File: src/rtl/block_hit_judge_pkg.sv
// Shared constants, state encoding and lane popcount for the block hit judge.
package block_hit_judge_pkg;

  localparam int unsigned ROW_W   = 8;
  localparam int unsigned LANES   = 4;
  localparam int unsigned DISP_W  = 64;
  localparam int unsigned ROW0_LO = 0;
  localparam int unsigned POP_W   = 3;

  typedef enum logic [1:0] {
    ST_IDLE = 2'd0,
    ST_PLAY = 2'd1,
    ST_OVER = 2'd2
  } state_e;

  // Number of set lanes in a mask.
  function automatic logic [POP_W-1:0] popcount(input logic [LANES-1:0] m);
    logic [POP_W-1:0] c;
    c = '0;
    for (int i = 0; i < int'(LANES); i++) begin
      c = c + POP_W'(m[i]);
    end
    return c;
  endfunction

endpackage

File: src/rtl/block_hit_judge_key_edge_detect.sv
// Registers the debounced key levels and flags rising edges per lane.
module key_edge_detect #(
  parameter int unsigned W = 4
) (
  input  logic         clk,
  input  logic         rst,
  input  logic [W-1:0] key,
  output logic [W-1:0] press_c
);

  logic [W-1:0] key_q;

  always_ff @(posedge clk) begin
    if (rst) key_q <= '0;
    else     key_q <= key;
  end

  assign press_c = key & ~key_q;

endmodule

File: src/rtl/block_hit_judge.sv
// Judges key presses against the bottom display row; tracks score, combo and lives.
module block_hit_judge
  import block_hit_judge_pkg::*;
#(
  parameter int unsigned LIVES   = 3,
  parameter int unsigned SCORE_W = 16,
  parameter int unsigned COMBO_W = 8
) (
  input  logic                 clk,
  input  logic                 rst,
  input  logic                 start,
  input  logic [DISP_W-1:0]    Disp_num,
  input  logic                 row_adv,
  input  logic [LANES-1:0]     key,
  output logic [LANES-1:0]     clr_lane,
  output logic                 hit,
  output logic                 miss,
  output logic [SCORE_W-1:0]   score,
  output logic [COMBO_W-1:0]   combo,
  output logic [1:0]           lives,
  output logic                 game_over
);

  state_e             state, state_nxt;
  logic [LANES-1:0]   cleared;
  logic [LANES-1:0]   press;
  logic [LANES-1:0]   row0, avail, hitmask, wrong, rem;
  logic [POP_W-1:0]   pop;
  logic [SCORE_W:0]   score_sum;
  logic [COMBO_W:0]   combo_sum;
  logic [SCORE_W-1:0] score_sat;
  logic [COMBO_W-1:0] combo_sat, combo_nxt;
  logic               row_missed;
  logic               disp_unused;

  key_edge_detect #(.W(LANES)) u_key_edge (
    .clk     (clk),
    .rst     (rst),
    .key     (key),
    .press_c (press)
  );

  assign row0        = Disp_num[ROW0_LO +: LANES];
  assign disp_unused = ^Disp_num[DISP_W-1:LANES];

  // Presses are judged against the pre-shift row; the row check sees this cycle's hits.
  always_comb begin
    avail      = row0 & ~cleared;
    hitmask    = press & avail;
    wrong      = press & ~avail;
    rem        = row0 & ~(cleared | hitmask);
    row_missed = row_adv && (rem != '0);
    pop        = popcount(hitmask);
    score_sum  = {1'b0, score} + (SCORE_W+1)'(pop);
    combo_sum  = {1'b0, combo} + (COMBO_W+1)'(pop);
    score_sat  = score_sum[SCORE_W] ? '1 : score_sum[SCORE_W-1:0];
    combo_sat  = combo_sum[COMBO_W] ? '1 : combo_sum[COMBO_W-1:0];

    combo_nxt = combo;
    if (wrong != '0)        combo_nxt = '0;
    else if (hitmask != '0) combo_nxt = combo_sat;
    if (row_missed)         combo_nxt = '0;

    state_nxt = state;
    case (state)
      ST_IDLE, ST_OVER: if (start) state_nxt = ST_PLAY;
      ST_PLAY:          if (row_missed && lives == 2'd1) state_nxt = ST_OVER;
      default:          state_nxt = ST_IDLE;
    endcase
  end

  always_ff @(posedge clk) begin
    if (rst) begin
      state     <= ST_IDLE;
      score     <= '0;
      combo     <= '0;
      lives     <= 2'(LIVES);
      cleared   <= '0;
      clr_lane  <= '0;
      hit       <= 1'b0;
      miss      <= 1'b0;
      game_over <= 1'b0;
    end else begin
      state     <= state_nxt;
      game_over <= (state_nxt == ST_OVER);
      clr_lane  <= '0;
      hit       <= 1'b0;
      miss      <= 1'b0;
      case (state)
        ST_IDLE, ST_OVER: begin
          if (start) begin
            score   <= '0;
            combo   <= '0;
            lives   <= 2'(LIVES);
            cleared <= '0;
          end
        end
        ST_PLAY: begin
          clr_lane <= hitmask;
          hit      <= (hitmask != '0);
          score    <= score_sat;
          combo    <= combo_nxt;
          cleared  <= row_adv ? '0 : (cleared | hitmask);
          if (row_missed) begin
            miss  <= 1'b1;
            lives <= lives - 2'd1;
          end
        end
        default: ;
      endcase
    end
  end

endmodule

File: config.mk
export PLATFORM = sky130hd
export DESIGN_NAME = block_hit_judge
export DESIGN_NICKNAME = d
export VERILOG_FILES = /design/src/rtl/block_hit_judge_pkg.sv /design/src/rtl/block_hit_judge_key_edge_detect.sv /design/src/rtl/block_hit_judge.sv
export SDC_FILE = /design/constraint.sdc
export NUM_CORES = 1
export LEC_CHECK = 0
export CAP_MARGIN = 25
export CORE_MARGIN = 2
export CORE_UTILIZATION = 30
export CTS_BUF_LIST = sky130_fd_sc_hd__clkbuf_4 sky130_fd_sc_hd__clkbuf_8
export CTS_CLUSTER_DIAMETER = 200
export DETAILED_ROUTE_END_ITERATION = 10
export SETUP_SLACK_MARGIN = 0.15
export SYNTH_ARGS = -nofsm -noshare
export SYNTH_HDL_FRONTEND = slang
export SYNTH_SLANG_ARGS = --single-unit
File: constraint.sdc
create_clock -name clk -period 5.84 [get_ports clk]
set_clock_uncertainty 0.1 [all_clocks]
set_input_delay 0.584 -clock clk [delete_from_list [all_inputs] [get_ports clk]]
set_output_delay 0.584 -clock clk [all_outputs]
set_load 0.01 [all_outputs]
; ---- After elaboration in Yosys (flattened, before gate mapping)
; Cells that the tools add are included.
[totals]
regBits = 43
wordCells = 65
[classes]
n_eq_ne = 7
add_sub_neg = 6
n_mux = 19
reduce_logical = 12
n_bitwise = 11
[op_table]
columns = operator, count
row1 = $mux 8, 5
row2 = $mux 16, 2
row3 = $pmux 16 s2, 1
row4 = $and 4x4->4, 5
row5 = $add 16x3->17, 1
row6 = $not 4->4, 4
row7 = $pmux 8 s2, 1
row8 = $reduce_bool 4->1, 3
row9 = $add 8x3->9, 1
row10 = $mux 2, 4
row11 = $mux 4, 2
row12 = $pmux 2 s2, 2
row13 = $pmux 4 s2, 1
row14 = $reduce_and 3->1, 2
row15 = $eq 2x1->1 const B, 2
row16 = $eq 2x2->1 const B, 2
row17 = $ne 2x2->1 const B, 2
row18 = $ne 4x4->1 const B, 1
row19 = $or 4x4->4, 1
row20 = $reduce_or 2->1, 2
row21 = $add 2x1->3, 1
row22 = $add 3x1->3, 1
row23 = $add 1x1->2, 1
row24 = $logic_and 1x1->1, 2
row25 = 6 further kinds, 6

; ---- Longest topological paths before layout
[depth]
word_depth = 12
ltp_mapped = 15

; ---- By module
; From an unflattened synthesis, not the netlist that was laid out.
[unflattened]
hier_cells = 286
area_unflattened_um2 = 2464.9
[by_module_without_submodules]
columns = mod, cells_per_inst, seq_area_each_um2, instances, area_per_inst_um2
row1 = block_hit_judge, 274, 780.7, 1, 2324.7
row2 = key_edge_detect, 12, 80.1, 1, 140.1

; ---- Least setup slack after synthesis
; No wires, ideal clock.
[synth_timing]
path_type = in2reg
start = input port key[1]
end = register score[12]
setup_slack_ns = 1.920
n_path_buf = 0
path_stages = 14
arrival_ns = 3.705
path_cell_list = nor2b_1 nand2_1 fa_1 inv_1 ha_1 ha_1 inv_1 fa_1 and2b_2 o221ai_2 or3_1 a211o_1 a21oi_1 nor2_1
[synth_between]
elab_chain_len = 8
[synth_lines]
columns = element, line_no
row1 = "start, declared", block_hit_judge.sv:14  ; input logic [LANES-1:0] key,
row2 = $and 4x4->4, block_hit_judge_key_edge_detect.sv:18  ; assign press_c = key & ~key_q;
row3 = $and 4x4->4, block_hit_judge.sv:49  ; hitmask = press & avail;
row4 = $add 1x1->2, block_hit_judge_pkg.sv:21  ; c = c + POP_W'(m[i]);
row5 = $add 2x1->3, block_hit_judge_pkg.sv:21
row6 = $add 3x1->3, block_hit_judge_pkg.sv:21
row7 = $add 16x3->17, block_hit_judge.sv:54  ; score_sum = {1'b0, score} + (SCORE_W+1)'(pop);
row8 = $mux 16, block_hit_judge.sv:56  ; score_sat = score_sum[SCORE_W] ? '1 : score_sum[SCORE_W-1:0];
row9 = $pmux 16 s2, block_hit_judge.sv:89  ; case (state)
row10 = "end signal, assigned", block_hit_judge.sv:101  ; score <= score_sat;
row11 = "end, declared", block_hit_judge.sv:18  ; output logic [SCORE_W-1:0] score,
; Every way passes these cells.
; A chain may end at the register's enable or synchronous reset.

; ---- Final worst setup path
[layout_timing]
start = input port key[1]
end = register score[2]
; Same word-level chain as after synthesis.

==> impl_summary.txt <==
----------------------------------------------------
[Timing]
  Max-slew violation count ... 0
  Setup tns final ... 0 ns
  Crit path time final ... between 4 and 5 ns
  Final critical-path share of the clock period ... 76.5%
  Highest clock frequency the design can meet ... 0.224 GHz
  Count of endpoints failing setup in the final report ... 0
  Worst-margin pin slew ... 0.791 ns
  Unrepaired setup endpoints after global routing ... no
  Hold slack final ... 0.403 ns
  Slew HR ... 47.1%
  Count of endpoints failing hold in the final timing report ... 0
  Setup slack of the critical path after layout ... around 1.4 ns

[Floorplan]
  Core area ... 7730 um2
  Width of the die ... just over 90 um
  Overall die height ... 93.4 um
  Effective utilization at floorplan ... 31.1%
  Boundary Pins ... between 100 and 150
  Area of the die ... 8730 um2
  Std cell rows ... 32

[Drt]
  Met3 Wirelength ... 262 um
  Routed metal-1 wirelength ... approximately 2900 um
  DR iter-0 viols ... 106
  Number of design rule violations left after detail routing ... 0
  Top routing layer used ... met4
  Average wire per standard cell ... roughly 14 um
  Final antenna-violating net count ... 0
  Number of vias per cell after detailed routing ... 5.15
  Number of optimization iterations in the first detailed-route pass ... 4
  Total met2 wirelength after detailed routing ... between 2000 and 3000 um
  Total Wirelength ... 5860 um
  Via count ... between 2,000 and 2,500

[Final layout]
  Antenna diode count ... 0
  Most common library cell in the layout ignoring fill and taps ... clkdlybuf4s50_1
  Most frequent cells in the layout ... clkdlybuf4s50_1, dfxtp_1, nor2_1, nand2_1, inv_1
  Number of nets in the layout ... 412
  Layout-stage area growth over the synthesis result ... 26.3%
  Final instance count without filler cells ... 430
  Post-Route Utilization ... between 30% and 40%
  Total non-filler cell area in the finished layout ... slightly above 3000 um2
  Proportion of layout cells with a drive suffix above 1 ... 7.32%

[Placement]
  Number of I/O port buffers ... 44
  HPWL reported at the end of detailed placement ... 4290 um
  Standard cell area after detailed placement ... 2920 um2
  Setup slack at placement ... 1.06 ns
  Final weighted congestion in routability-driven placement ... between 0.8 and 0.9
  Placed instance count ... 423

[Global route]
  Remaining global-route overflow ... 0
  Global-route wire length before repair ... 9740 um
  GRT Total Usage ... 13.9%
  Pin count of the biggest net entering global routing ... 24
  Number of antenna violations at the first check in global routing ... 0
  Number of global-route vias before repair ... between 2,000 and 2,500

[Worst hold path]
  Type of the most critical hold path ... reg2reg
  Number of cells traversed by the worst hold path ... 2

[Clock tree]
  Clock buffers created by TritonCTS ... 5
  Buffers inserted during post-CTS setup optimization ... 0
  Cts hold-fix bufs ... 0
  Level count of the clock H-tree ... 2
  Clock latency on the worst-skew pair ... 0.30 ns
  CTS tree ... built
  Worst-case clock buffer depth ... 2
  Clock root cell ... clkbuf_8
  Worst-path clk slew ... 0.09 ns
  Sinks on the clock net ... 43
  Total of cells resized after clock tree synthesis ... 0

[Pwr]
  Internal power consumption ... 0.462 mW
  Final Power ... 0.626 mW
  Switching pwr ... 0.165 mW
  Combinational share of power ... 14.7%
  Clock Power Share ... 36.9%
  Worst vdd rail ir drop ... 0.0876 mV
  Leakage ... 1.14 nW
  Proportion of total power due to net switching ... 26.3%
  Total power per unit cell area ... 207 nW/um2
  Sequential share of power ... 48.5%

[Synthesis]
  Seq cells post-synth ... 43
  Mapped Nets ... 370
  Sequential cell area fraction in the yosys report ... between 30% and 40%
  Most used flip-flop cell after synthesis ... dfxtp_1
  Avg Cell Area, Syn ... 8.39 um2
  Count of mapped cells out of synthesis ... 286
  Post-synth ARST share ... 0%
  Number of enable flip-flop cells after synthesis ... 0
  Netlist area before placement ... 2400 um2
  Number of warnings reported in the yosys synthesis log ... 0
  Netlist cell types ... 59

[Critical path]
  Reg-to-reg setup timing slack ... 1.82 ns
  Critical-path maximum fanout ... 13
  Worst Setup EP ... score[2]
  Critical path required time ... 5.96 ns
  Critical path type ... in2reg
  Crit Reg-Reg Endpoint ... score[2]
  Arr. time, crit path ... about 4.6 ns
  FF-to-FF Start ... u_key_edge.key_q[3]
  First element of the critical path ... key[1]
  Type of element capturing the critical path ... register
  Critical path startpoint category ... primary input
  Number of cells on the worst reg-to-reg path ... 14

[Run status]
  Result of the run ... complete, no violations

[Job]
  Maximum capacitance violations ... 0

----------------------------------------------------
## worst max-delay path: stages
cell and delay, ns:
clkdlybuf4s50_1 0.46, nor2b_1 0.25, nand2_1 0.18, fa_1 0.56
inv_1 0.04, ha_1 0.19, ha_1 0.33, inv_1 0.09
fa_1 0.44, and2b_2 0.24, o221ai_2 0.20, nor3_2 0.37
nand3_2 0.33, o21a_1 0.20, o22ai_1 0.13
## area by class of cell
cell class | count | area, um2
Tap cell | 102 | 128
Clock buffer | 5 | 68.8
Sequential cell | 43 | 861
Inverter | 20 | 75.1
Fill cell | 777 | 4700
Multi-Input combinational cell | 213 | 1410
Clock inverter | 2 | 37.5
Timing Repair Buffer | 45 | 448
## metal layers
layer / vias up / track usage (%)
li1: 1110 / -
met1: 1038 / 18.5
met2: 57 / 22.5
met3: 8 / 2.58
met4: 0 / 5.15
met5: - / 0
## worst min-delay path by stage
stage	startpoint	end	slack, ns
2_1_floorplan	cleared[3]	cleared[3]	0.35
3_3_place_gp	cleared[2]	cleared[2]	0.38
3_5_place_dp	cleared[3]	cleared[3]	0.38
4_1_cts	cleared[3]	cleared[3]	0.40
5_1_grt	cleared[3]	cleared[3]	0.43
6_report	cleared[3]	cleared[3]	0.40
## sequential cells by signal, summed over array words and instances (netlist names)
signal            count
cleared               4
clr_lane              4
combo                 8
game_over             1
hit                   1
lives                 2
miss                  1
score                16
state                 2
u_key_edge.key_q      4
## logic make-up after synthesis
logic type / share of synthesized area (%)
buf+inv: 5.27
xor+xnor: 1.10
flops: 35.9
fa+ha+maj: 7.20
simple gates: 23.0
compound gates: 27.5
## synth_stat cells, types with 3 or more instances
master	count	area share (%)
a22o_1	7	2.6
clkbuf_1	6	0.94
a21o_1	6	1.9
a22oi_1	4	1.3
ha_1	9	4.7
nor2b_1	10	2.6
nor2_1	24	3.8
a31oi_1	7	1.8
nand2_1	23	3.6
nand2b_1	9	2.3
dfxtp_1	43	36
o21ai_0	14	2.9
o21a_1	5	1.6
o22ai_1	5	1.3
nand3_1	12	2.5
fa_1	3	2.5
inv_1	20	3.1
a21oi_1	18	3.8
nor3_1	5	1.0
o31ai_1	5	1.6
## power by group through the flow
stage               combinational, mW  sequential (mW)  clock (mW)
finish                         0.0919            0.303       0.231
CTS                            0.0928            0.303       0.237
global placement               0.0911            0.310           0
global route                    0.104            0.304       0.250
detailed placement             0.0927            0.310           0
floorplan                      0.0610            0.311           0
No activity file was read; power rests on OpenSTA's default activity.
